**src/rtl/apb_req_arbiter_if.sv**
```systemverilog
// Bundle of the requester-side handshake and the APB completer-side bus for apb_req_arbiter.
// master: the arbiter's view; slave: the view of the requesters and completer around it.
interface apb_req_arbiter_if #(
    parameter int NREQ = 2
);
    logic [NREQ-1:0]   req_valid;
    logic [NREQ-1:0]   req_ready;
    logic [NREQ-1:0]   req_write;
    logic [NREQ*8-1:0] req_addr;
    logic [NREQ*8-1:0] req_wdata;
    logic [NREQ-1:0]   rsp_valid;
    logic [7:0]        rsp_rdata;
    logic              rsp_err;
    logic              busy;

    logic              PSEL;
    logic              PENABLE;
    logic              PWRITE;
    logic [7:0]        PADDR;
    logic [7:0]        PWDATA;
    logic [7:0]        PRDATA;
    logic              PREADY;
    logic              PSLVERR;

    modport master (
        input  req_valid, req_write, req_addr, req_wdata,
        input  PRDATA, PREADY, PSLVERR,
        output req_ready, rsp_valid, rsp_rdata, rsp_err, busy,
        output PSEL, PENABLE, PWRITE, PADDR, PWDATA
    );

    modport slave (
        output req_valid, req_write, req_addr, req_wdata,
        output PRDATA, PREADY, PSLVERR,
        input  req_ready, rsp_valid, rsp_rdata, rsp_err, busy,
        input  PSEL, PENABLE, PWRITE, PADDR, PWDATA
    );
endinterface

```
**src/rtl/apb_req_arbiter.sv**
```systemverilog
// Round-robin arbiter that serialises NREQ local requesters onto one APB completer.
// Define APB_ARB_TIMEOUT_EN to abort ACCESS after TIMEOUT cycles without PREADY.
module apb_req_arbiter #(
    parameter int NREQ = 2
`ifdef APB_ARB_TIMEOUT_EN
    ,
    parameter int TIMEOUT = 16
`endif
) (
    input logic               PCLK,
    input logic               PRESET,
    apb_req_arbiter_if.master bus
);
    localparam int PW = $clog2(NREQ);

    typedef enum logic [1:0] {
        IDLE,
        SETUP,
        ACCESS,
        RESP
    } state_t;

    state_t          state_q, state_d;
    logic [PW-1:0]   ptr_q, ptr_d;
    logic            pwrite_q, pwrite_d;
    logic [7:0]      paddr_q, paddr_d;
    logic [7:0]      pwdata_q, pwdata_d;
    logic            psel_q, psel_d;
    logic            penable_q, penable_d;
    logic            busy_q, busy_d;
    logic [NREQ-1:0] rspValid_q, rspValid_d;
    logic [7:0]      rspRdata_q, rspRdata_d;
    logic            rspErr_q, rspErr_d;

    logic            found;
    logic [PW-1:0]   winner;
    logic [NREQ-1:0] reqReady;

`ifdef APB_ARB_TIMEOUT_EN
    logic [7:0]      toCnt_q, toCnt_d;
`endif

    // Search starts one past the last grant so the previous owner ranks last.
    always_comb begin
        found  = 1'b0;
        winner = ptr_q;
        for (int i = 1; i <= NREQ; i++) begin
            if (!found && bus.req_valid[(int'(ptr_q) + i) % NREQ]) begin
                found  = 1'b1;
                winner = PW'((int'(ptr_q) + i) % NREQ);
            end
        end
    end

    always_comb begin
        reqReady = '0;
        if (state_q == IDLE && found) begin
            reqReady[winner] = 1'b1;
        end
    end

    // Output registers are loaded with the values belonging to the next state.
    always_comb begin
        state_d    = state_q;
        ptr_d      = ptr_q;
        pwrite_d   = pwrite_q;
        paddr_d    = paddr_q;
        pwdata_d   = pwdata_q;
        psel_d     = 1'b0;
        penable_d  = 1'b0;
        busy_d     = 1'b0;
        rspValid_d = '0;
        rspRdata_d = 8'h00;
        rspErr_d   = 1'b0;
`ifdef APB_ARB_TIMEOUT_EN
        toCnt_d    = toCnt_q;
`endif
        case (state_q)
            IDLE: begin
                if (found) begin
                    state_d  = SETUP;
                    ptr_d    = winner;
                    pwrite_d = bus.req_write[winner];
                    paddr_d  = bus.req_addr[{winner, 3'b000} +: 8];
                    pwdata_d = bus.req_wdata[{winner, 3'b000} +: 8];
                    psel_d   = 1'b1;
                    busy_d   = 1'b1;
                end
            end
            SETUP: begin
                state_d   = ACCESS;
                psel_d    = 1'b1;
                penable_d = 1'b1;
                busy_d    = 1'b1;
`ifdef APB_ARB_TIMEOUT_EN
                toCnt_d   = 8'h00;
`endif
            end
            ACCESS: begin
                if (bus.PREADY) begin
                    state_d            = RESP;
                    busy_d             = 1'b1;
                    rspValid_d[ptr_q]  = 1'b1;
                    rspRdata_d         = pwrite_q ? 8'h00 : bus.PRDATA;
                    rspErr_d           = bus.PSLVERR;
`ifdef APB_ARB_TIMEOUT_EN
                end else if (toCnt_q == 8'(TIMEOUT - 1)) begin
                    state_d            = RESP;
                    busy_d             = 1'b1;
                    rspValid_d[ptr_q]  = 1'b1;
                    rspErr_d           = 1'b1;
                end else begin
                    psel_d    = 1'b1;
                    penable_d = 1'b1;
                    busy_d    = 1'b1;
                    toCnt_d   = toCnt_q + 8'h01;
                end
`else
                end else begin
                    psel_d    = 1'b1;
                    penable_d = 1'b1;
                    busy_d    = 1'b1;
                end
`endif
            end
            RESP: begin
                state_d = IDLE;
            end
            default: begin
                state_d = IDLE;
            end
        endcase
    end

    always_ff @(posedge PCLK or posedge PRESET) begin
        if (PRESET) begin
            state_q    <= IDLE;
            ptr_q      <= PW'(NREQ - 1);
            pwrite_q   <= 1'b0;
            paddr_q    <= 8'h00;
            pwdata_q   <= 8'h00;
            psel_q     <= 1'b0;
            penable_q  <= 1'b0;
            busy_q     <= 1'b0;
            rspValid_q <= '0;
            rspRdata_q <= 8'h00;
            rspErr_q   <= 1'b0;
        end else begin
            state_q    <= state_d;
            ptr_q      <= ptr_d;
            pwrite_q   <= pwrite_d;
            paddr_q    <= paddr_d;
            pwdata_q   <= pwdata_d;
            psel_q     <= psel_d;
            penable_q  <= penable_d;
            busy_q     <= busy_d;
            rspValid_q <= rspValid_d;
            rspRdata_q <= rspRdata_d;
            rspErr_q   <= rspErr_d;
        end
    end

`ifdef APB_ARB_TIMEOUT_EN
    always_ff @(posedge PCLK or posedge PRESET) begin
        if (PRESET) begin
            toCnt_q <= 8'h00;
        end else begin
            toCnt_q <= toCnt_d;
        end
    end
`endif

    assign bus.req_ready = reqReady;
    assign bus.rsp_valid = rspValid_q;
    assign bus.rsp_rdata = rspRdata_q;
    assign bus.rsp_err   = rspErr_q;
    assign bus.busy      = busy_q;
    assign bus.PSEL      = psel_q;
    assign bus.PENABLE   = penable_q;
    assign bus.PWRITE    = pwrite_q;
    assign bus.PADDR     = paddr_q;
    assign bus.PWDATA    = pwdata_q;

endmodule
```
**src/flat_wrapper.sv**
```systemverilog
// flat-port wrapper written by rule: the top's interface ports become plain ports
module apb_req_arbiter_flat 
#(
    parameter int NREQ = 2

)
  (PCLK, PRESET, bus_req_valid, bus_req_write, bus_req_addr, bus_req_wdata, bus_PRDATA, bus_PREADY, bus_PSLVERR, bus_req_ready, bus_rsp_valid, bus_rsp_rdata, bus_rsp_err, bus_busy, bus_PSEL, bus_PENABLE, bus_PWRITE, bus_PADDR, bus_PWDATA);
  apb_req_arbiter_if #(.NREQ(NREQ)) bus_i ();
  input logic PCLK;
  input logic PRESET;
  input wire logic [$bits(bus_i.req_valid)-1:0] bus_req_valid;
  input wire logic [$bits(bus_i.req_write)-1:0] bus_req_write;
  input wire logic [$bits(bus_i.req_addr)-1:0] bus_req_addr;
  input wire logic [$bits(bus_i.req_wdata)-1:0] bus_req_wdata;
  input wire logic [$bits(bus_i.PRDATA)-1:0] bus_PRDATA;
  input wire logic [$bits(bus_i.PREADY)-1:0] bus_PREADY;
  input wire logic [$bits(bus_i.PSLVERR)-1:0] bus_PSLVERR;
  output wire logic [$bits(bus_i.req_ready)-1:0] bus_req_ready;
  output wire logic [$bits(bus_i.rsp_valid)-1:0] bus_rsp_valid;
  output wire logic [$bits(bus_i.rsp_rdata)-1:0] bus_rsp_rdata;
  output wire logic [$bits(bus_i.rsp_err)-1:0] bus_rsp_err;
  output wire logic [$bits(bus_i.busy)-1:0] bus_busy;
  output wire logic [$bits(bus_i.PSEL)-1:0] bus_PSEL;
  output wire logic [$bits(bus_i.PENABLE)-1:0] bus_PENABLE;
  output wire logic [$bits(bus_i.PWRITE)-1:0] bus_PWRITE;
  output wire logic [$bits(bus_i.PADDR)-1:0] bus_PADDR;
  output wire logic [$bits(bus_i.PWDATA)-1:0] bus_PWDATA;
  assign bus_i.req_valid = bus_req_valid;
  assign bus_i.req_write = bus_req_write;
  assign bus_i.req_addr = bus_req_addr;
  assign bus_i.req_wdata = bus_req_wdata;
  assign bus_i.PRDATA = bus_PRDATA;
  assign bus_i.PREADY = bus_PREADY;
  assign bus_i.PSLVERR = bus_PSLVERR;
  assign bus_req_ready = bus_i.req_ready;
  assign bus_rsp_valid = bus_i.rsp_valid;
  assign bus_rsp_rdata = bus_i.rsp_rdata;
  assign bus_rsp_err = bus_i.rsp_err;
  assign bus_busy = bus_i.busy;
  assign bus_PSEL = bus_i.PSEL;
  assign bus_PENABLE = bus_i.PENABLE;
  assign bus_PWRITE = bus_i.PWRITE;
  assign bus_PADDR = bus_i.PADDR;
  assign bus_PWDATA = bus_i.PWDATA;
  apb_req_arbiter #(.NREQ(NREQ)) u_core (.PCLK(PCLK), .PRESET(PRESET), .bus(bus_i));
endmodule
```
**config.mk**
```make
export PLATFORM = sky130hd
export DESIGN_NAME = apb_req_arbiter_flat
export DESIGN_NICKNAME = d
export VERILOG_FILES = /design/src/rtl/apb_req_arbiter_if.sv /design/src/rtl/apb_req_arbiter.sv /design/src/flat_wrapper.sv
export SDC_FILE = /design/constraint.sdc
export NUM_CORES = 1
export LEC_CHECK = 0
export ABC_CLOCK_PERIOD_IN_PS = 4500
export CORE_MARGIN = 10
export CORE_UTILIZATION = 40
export DETAILED_ROUTE_END_ITERATION = 12
export PLACE_DENSITY = 0.83
export RECOVER_POWER = 100
export SLEW_MARGIN = 20
export SYNTH_ARGS = -nofsm -noshare
export SYNTH_HDL_FRONTEND = slang
export SYNTH_SLANG_ARGS = --single-unit
```
**constraint.sdc**
```tcl
create_clock -name PCLK -period 4.5 [get_ports PCLK]
set_input_delay 0.45 -clock PCLK [delete_from_list [all_inputs] [get_ports PCLK]]
set_output_delay 0.45 -clock PCLK [all_outputs]
set_load 0.03 [all_outputs]
```
After elaboration in Yosys (flattened, before gate mapping)
Index checks and enable logic that the tools add are counted.
- output and inout bits: 33
- word-level logic and storage cells: 69
- flip-flop bits (word level): 34
- muxes and demuxes: 32
- bitwise operators: 2
- shift operators: 2
- magnitude comparators: 6
- eq/ne operators: 5
- add/subtract/negate cells: 2
- reductions and logical operators: 9
- operator list (cell ; count):
    $shiftx 16x5->8 ; 2
    $mux 8 ; 3
    $mux 1 ; 18
    $mux 2 ; 5
    $pmux 2 s4 ; 1
    $lt 2x3->1 const B ; 2
    $eq 2x2->1 const B ; 2
    $logic_and 1x1->1 ; 4
    $lt 1x2->1 const B ; 2
    $pmux 1 s2 ; 2
    $reduce_and 2->1 ; 2
    $pmux 1 s3 ; 1
    $add 1x1->1 const B ; 2
    $and 1x1->1 const A ; 2
    $demux 1 s1 ; 2
    $eq 2x1->1 const B ; 1
    $ge 1x1->1 const B ; 2
    $logic_not 2->1 ; 1
    $ne 2x1->1 const B ; 1
    $ne 2x2->1 const B ; 1
    $reduce_or 2->1 ; 1
    $logic_not 1->1 ; 1

Logic depth before layout (Yosys ltp)
- word-level depth: 14
- mapped depth: 6

Least setup slack after synthesis
No wires, ideal clock.
- kind: reg2out
- from: reg u_core.state_q[0]
- to: out bus_req_ready[0]
- arrival time: 1.412 ns
- required time: 4.050 ns
- slack: 2.638 ns
- cell stages (with the launch flop): 6
- buffers on the path: 1
- path through: dfrtp_1 -> inv_1 -> ha_1 -> nand2_2 -> buf_6 -> nor2_1
- word-level cells in the longest chain between the ends: 3
- RTL lines (item ; RTL line ; RTL):
    start, declared ; apb_req_arbiter.sv:23 ; state_t state_q, state_d;
    start signal, assigned ; apb_req_arbiter.sv:149 ; state_q <= state_d;
    $logic_not 2->1 ; apb_req_arbiter.sv:57 ; if (state_q == IDLE && found) begin
    $logic_and 1x1->1 ; apb_req_arbiter.sv:57 ;
    $mux 2 ; apb_req_arbiter.sv:57 ;
    end, declared ; flat_wrapper.sv:18 ; output wire logic [$bits(bus_i.req_ready)-1:0] bus_req_ready;
No other way between the ends.

Final worst setup path
- from: reg u_core.state_q[0]
- to: out bus_req_ready[1]
The elaborated chain is that of the path after synthesis.

==> out/metrics.yaml <==
route:
  antenna_left: 0
  detail_route.iter0.violations: 56
  routed_wirelength_um: 4225
  remaining_drc_errors: 0
  vias: 1243
  via_per_inst: 5.094
  routedWlPerCell_um: 17.32
  dr.pass1.iters: 4
finish:
  utilization_pct: 68.28
  antenna_cells: 0
  fill_cells: 266
  final_nets: 250
  area_growth_pct: 60.55
  drive_gt1_share_pct: 5.051
pwr:
  swShare_pct: 41.04
  total_power_w: 0.001455
  clockPowerShare_pct: 11.5
  internal_power_w: 0.0008580
  pwr_density_cell_nw_per_um2: 624.0
  power.switching_w: 0.0005973
  power_frac_comb_pct: 55.1
  leakagePower_nw: 0.9897
  ir_drop_uv: 376.7
  seqPwrFrac_pct: 33.4
setup_path:
  cp_data_required_time_ns: 4.05
  worst_path_most_repeated_cell: "inv_1"
  critPathKind: "flop to output port"
  end_kind: "output port"
  crit_buf_inv: 3
  slowest_stage: "dlygate4sd3_1"
  cpLargestDelayFamily: "buffers and inverters"
  crit_chain: "inv_1 > ha_1 > nand3_1 > inv_1 > dlygate4sd3_1"
  slowest_delay_ns: 0.76
  cp_max_fo: 18
  cp-start-kind: "flop"
  worstPathArrival_ns: 2.55
  rrSetupSlack_ns: 2.67
yosys:
  yosysUniqueCellTypes: 18
  async_flop_share_pct: 100.0
  synth_top_area_cell: "dfrtp_1"
  yosys-top-cells-count: "33 x dfrtp_1, 19 x o21a_1, 18 x o32a_1"
  syn_avg_cell_area_um2: 12.74
  synth_area_leaders: "dfrtp_1 57%, o32a_1 12%, o21a_1 9.8%"
  ys.flop_type: "dfrtp_1"
  ys_warn_count: 0
  synth_fp_nets: 167
  synth_edf_count: 0
  yosys.cell_count.top_type: "dfrtp_1"
  yosysSeqAreaShare_pct: 58.66
  netlist.area_leader.share_pct: 56.85
  ys_seq_elements: 34
  synthCells: 114
  syn-cell-area_um2: 1453
global_route:
  grt.total_usage_pct: 13.62
  gr-total-overflow: 0
  grt_pass1_wl_um: 6872
  antenna_found_initial: 0
  grt_max_degree: 35
  grt_pass1_vias: 1421
clock_tree:
  cts.path.max_buffers: 2
  cts-buffers-inserted: 5
  cts_tree: "done"
  cts_resized: 0
  htree_levels: 2
  cts.sinks: 34
  clk_latency_ns: 0.33
  post_cts_buffers: 0
  cts.clk_slew.worst_paths_ns: 0.09
  clock-root-buffer: "clkbuf_4"
  cts_hold_buf: 0
timing:
  timing.fmax_mhz: 333.2
  finalClockSkew_ns: 0.01024
  post-route-period-util_pct: 66.69
  worst_pin_slew_ns: 1.771
  relSlewSlack_pct: -18.04
  holdWs_ns: 0.5242
  setup_viol: 0
  finalCriticalPeriod_ns: 3.001
  rsz0062_at_grt: "false"
  slew_violations: 35
  finalSetupTns_ns: 0
  finalHoldViolCount: 0
floorplanning:
  num_rows: 21
  boundaryPins: 81
  core-area_um2: 3416
  die_h_um: 80.26
  initial_core_util_pct: 42.53
  dieArea_um2: 6442
  die_x_um: 80.26
outcome:
  outcome: "complete, but fails checks"
  violations: "capacitance limit, slew limit"
placed_design:
  place_congestion: 0.7032
  dp_hpwl_um: 3312
  portBuffers: 80
job:
  maxCapViolCount: 1
hold_path:
  hold_class: "flop to flop"
[per-stage QoR]
step	area, um2	worst slack [ns]	cells
6_report	2332	1.499	244
5_1_grt	2332	1.277	244
4_1_cts	2336	1.510	244
3_5_place_dp	2277	1.670	236
3_3_place_gp	2277	1.709	236
2_1_floorplan	1453	2.638	114
[layer usage]
layer / vias up / GRT usage, % / part of all wire [%]
met5: - / 0 / 0
met2: 66 / 22.39 / 47
met3: 8 / 8.909 / 14
met1: 588 / 13.60 / 38
met4: 0 / 4.754 / 1.7
li1: 581 / - / -
[cells in the final DEF, fill, tap and decap left out, types with 4 or more instances in the layout]
| cell type | count |
|---|---|
| dlygate4sd3_1 | 34 |
| clkdlybuf4s50_1 | 46 |
| o32a_1 | 18 |
| dfrtp_1 | 33 |
| o21a_1 | 19 |
| and2_0 | 7 |
| clkbuf_4 | 5 |
| nor2_1 | 9 |
| inv_1 | 4 |
| ha_1 | 5 |
[area by class of cell]
class                   count  area (um2)  area share [%]
well taps                  46       57.56           2.468
clock buffers               8       58.81           2.521
inverters                   4       15.01          0.6438
flip-flops and latches     34       852.1           36.53
multi-input cells          70       536.8           23.01
repair buffers             82       812.0           34.82
[state kept, by name (all words and copies together) (netlist names)]
signal / cells
u_core.bus.rsp_valid: 2
u_core.bus.PSEL: 1
u_core.bus.rsp_err: 1
u_core.state_q: 2
u_core.bus.PWRITE: 1
u_core.ptr_q: 1
u_core.bus.PENABLE: 1
u_core.bus.rsp_rdata: 8
u_core.bus.PADDR: 8
u_core.bus.PWDATA: 8
u_core.bus.busy: 1
[worst reg2reg max path: cells and delay by family (launching register included)]
family / cells / cell delay (ns)
AO/OA/AOI/OAI: 3 / 0.98
adder cells (fa/ha/maj): 1 / 0.23
buffers and inverters: 1 / 0.12
flip-flops: 1 / 0.43
[logic make-up after synthesis]
kind of cell | share of synthesized area (%)
compound gates | 22.22
flops | 58.66
simple gates | 9.647
buf+inv | 4.392
fa+ha+maj | 4.307
mux | 0.7751
[power groups by stage]
stage,clock [W],combinational [W],sequential (W)
finish,0.000168,0.000801,0.000486
global route,0.000193,0.000862,0.000500
CTS,0.000175,0.000848,0.000491
detailed placement,0,0.000844,0.000496
global placement,0,0.000826,0.000489
floorplan,0,0.000341,0.000681
[path summary, 6_finish.rpt]
path	endpoint	from	cells after the start
hold / removal	u_core.bus.rsp_valid[0]	u_core.ptr_q	1
hold reg to reg	u_core.bus.rsp_valid[0]	u_core.ptr_q	1
setup / recovery	bus_req_ready[1]	u_core.state_q[0]	5
min in group asynchronous	u_core.bus.PADDR[7]	PRESET	3
max in group asynchronous	u_core.bus.PWDATA[1]	PRESET	3
setup reg to reg	u_core.bus.PADDR[5]	u_core.state_q[0]	5
(Power assumes the default switching activity.)
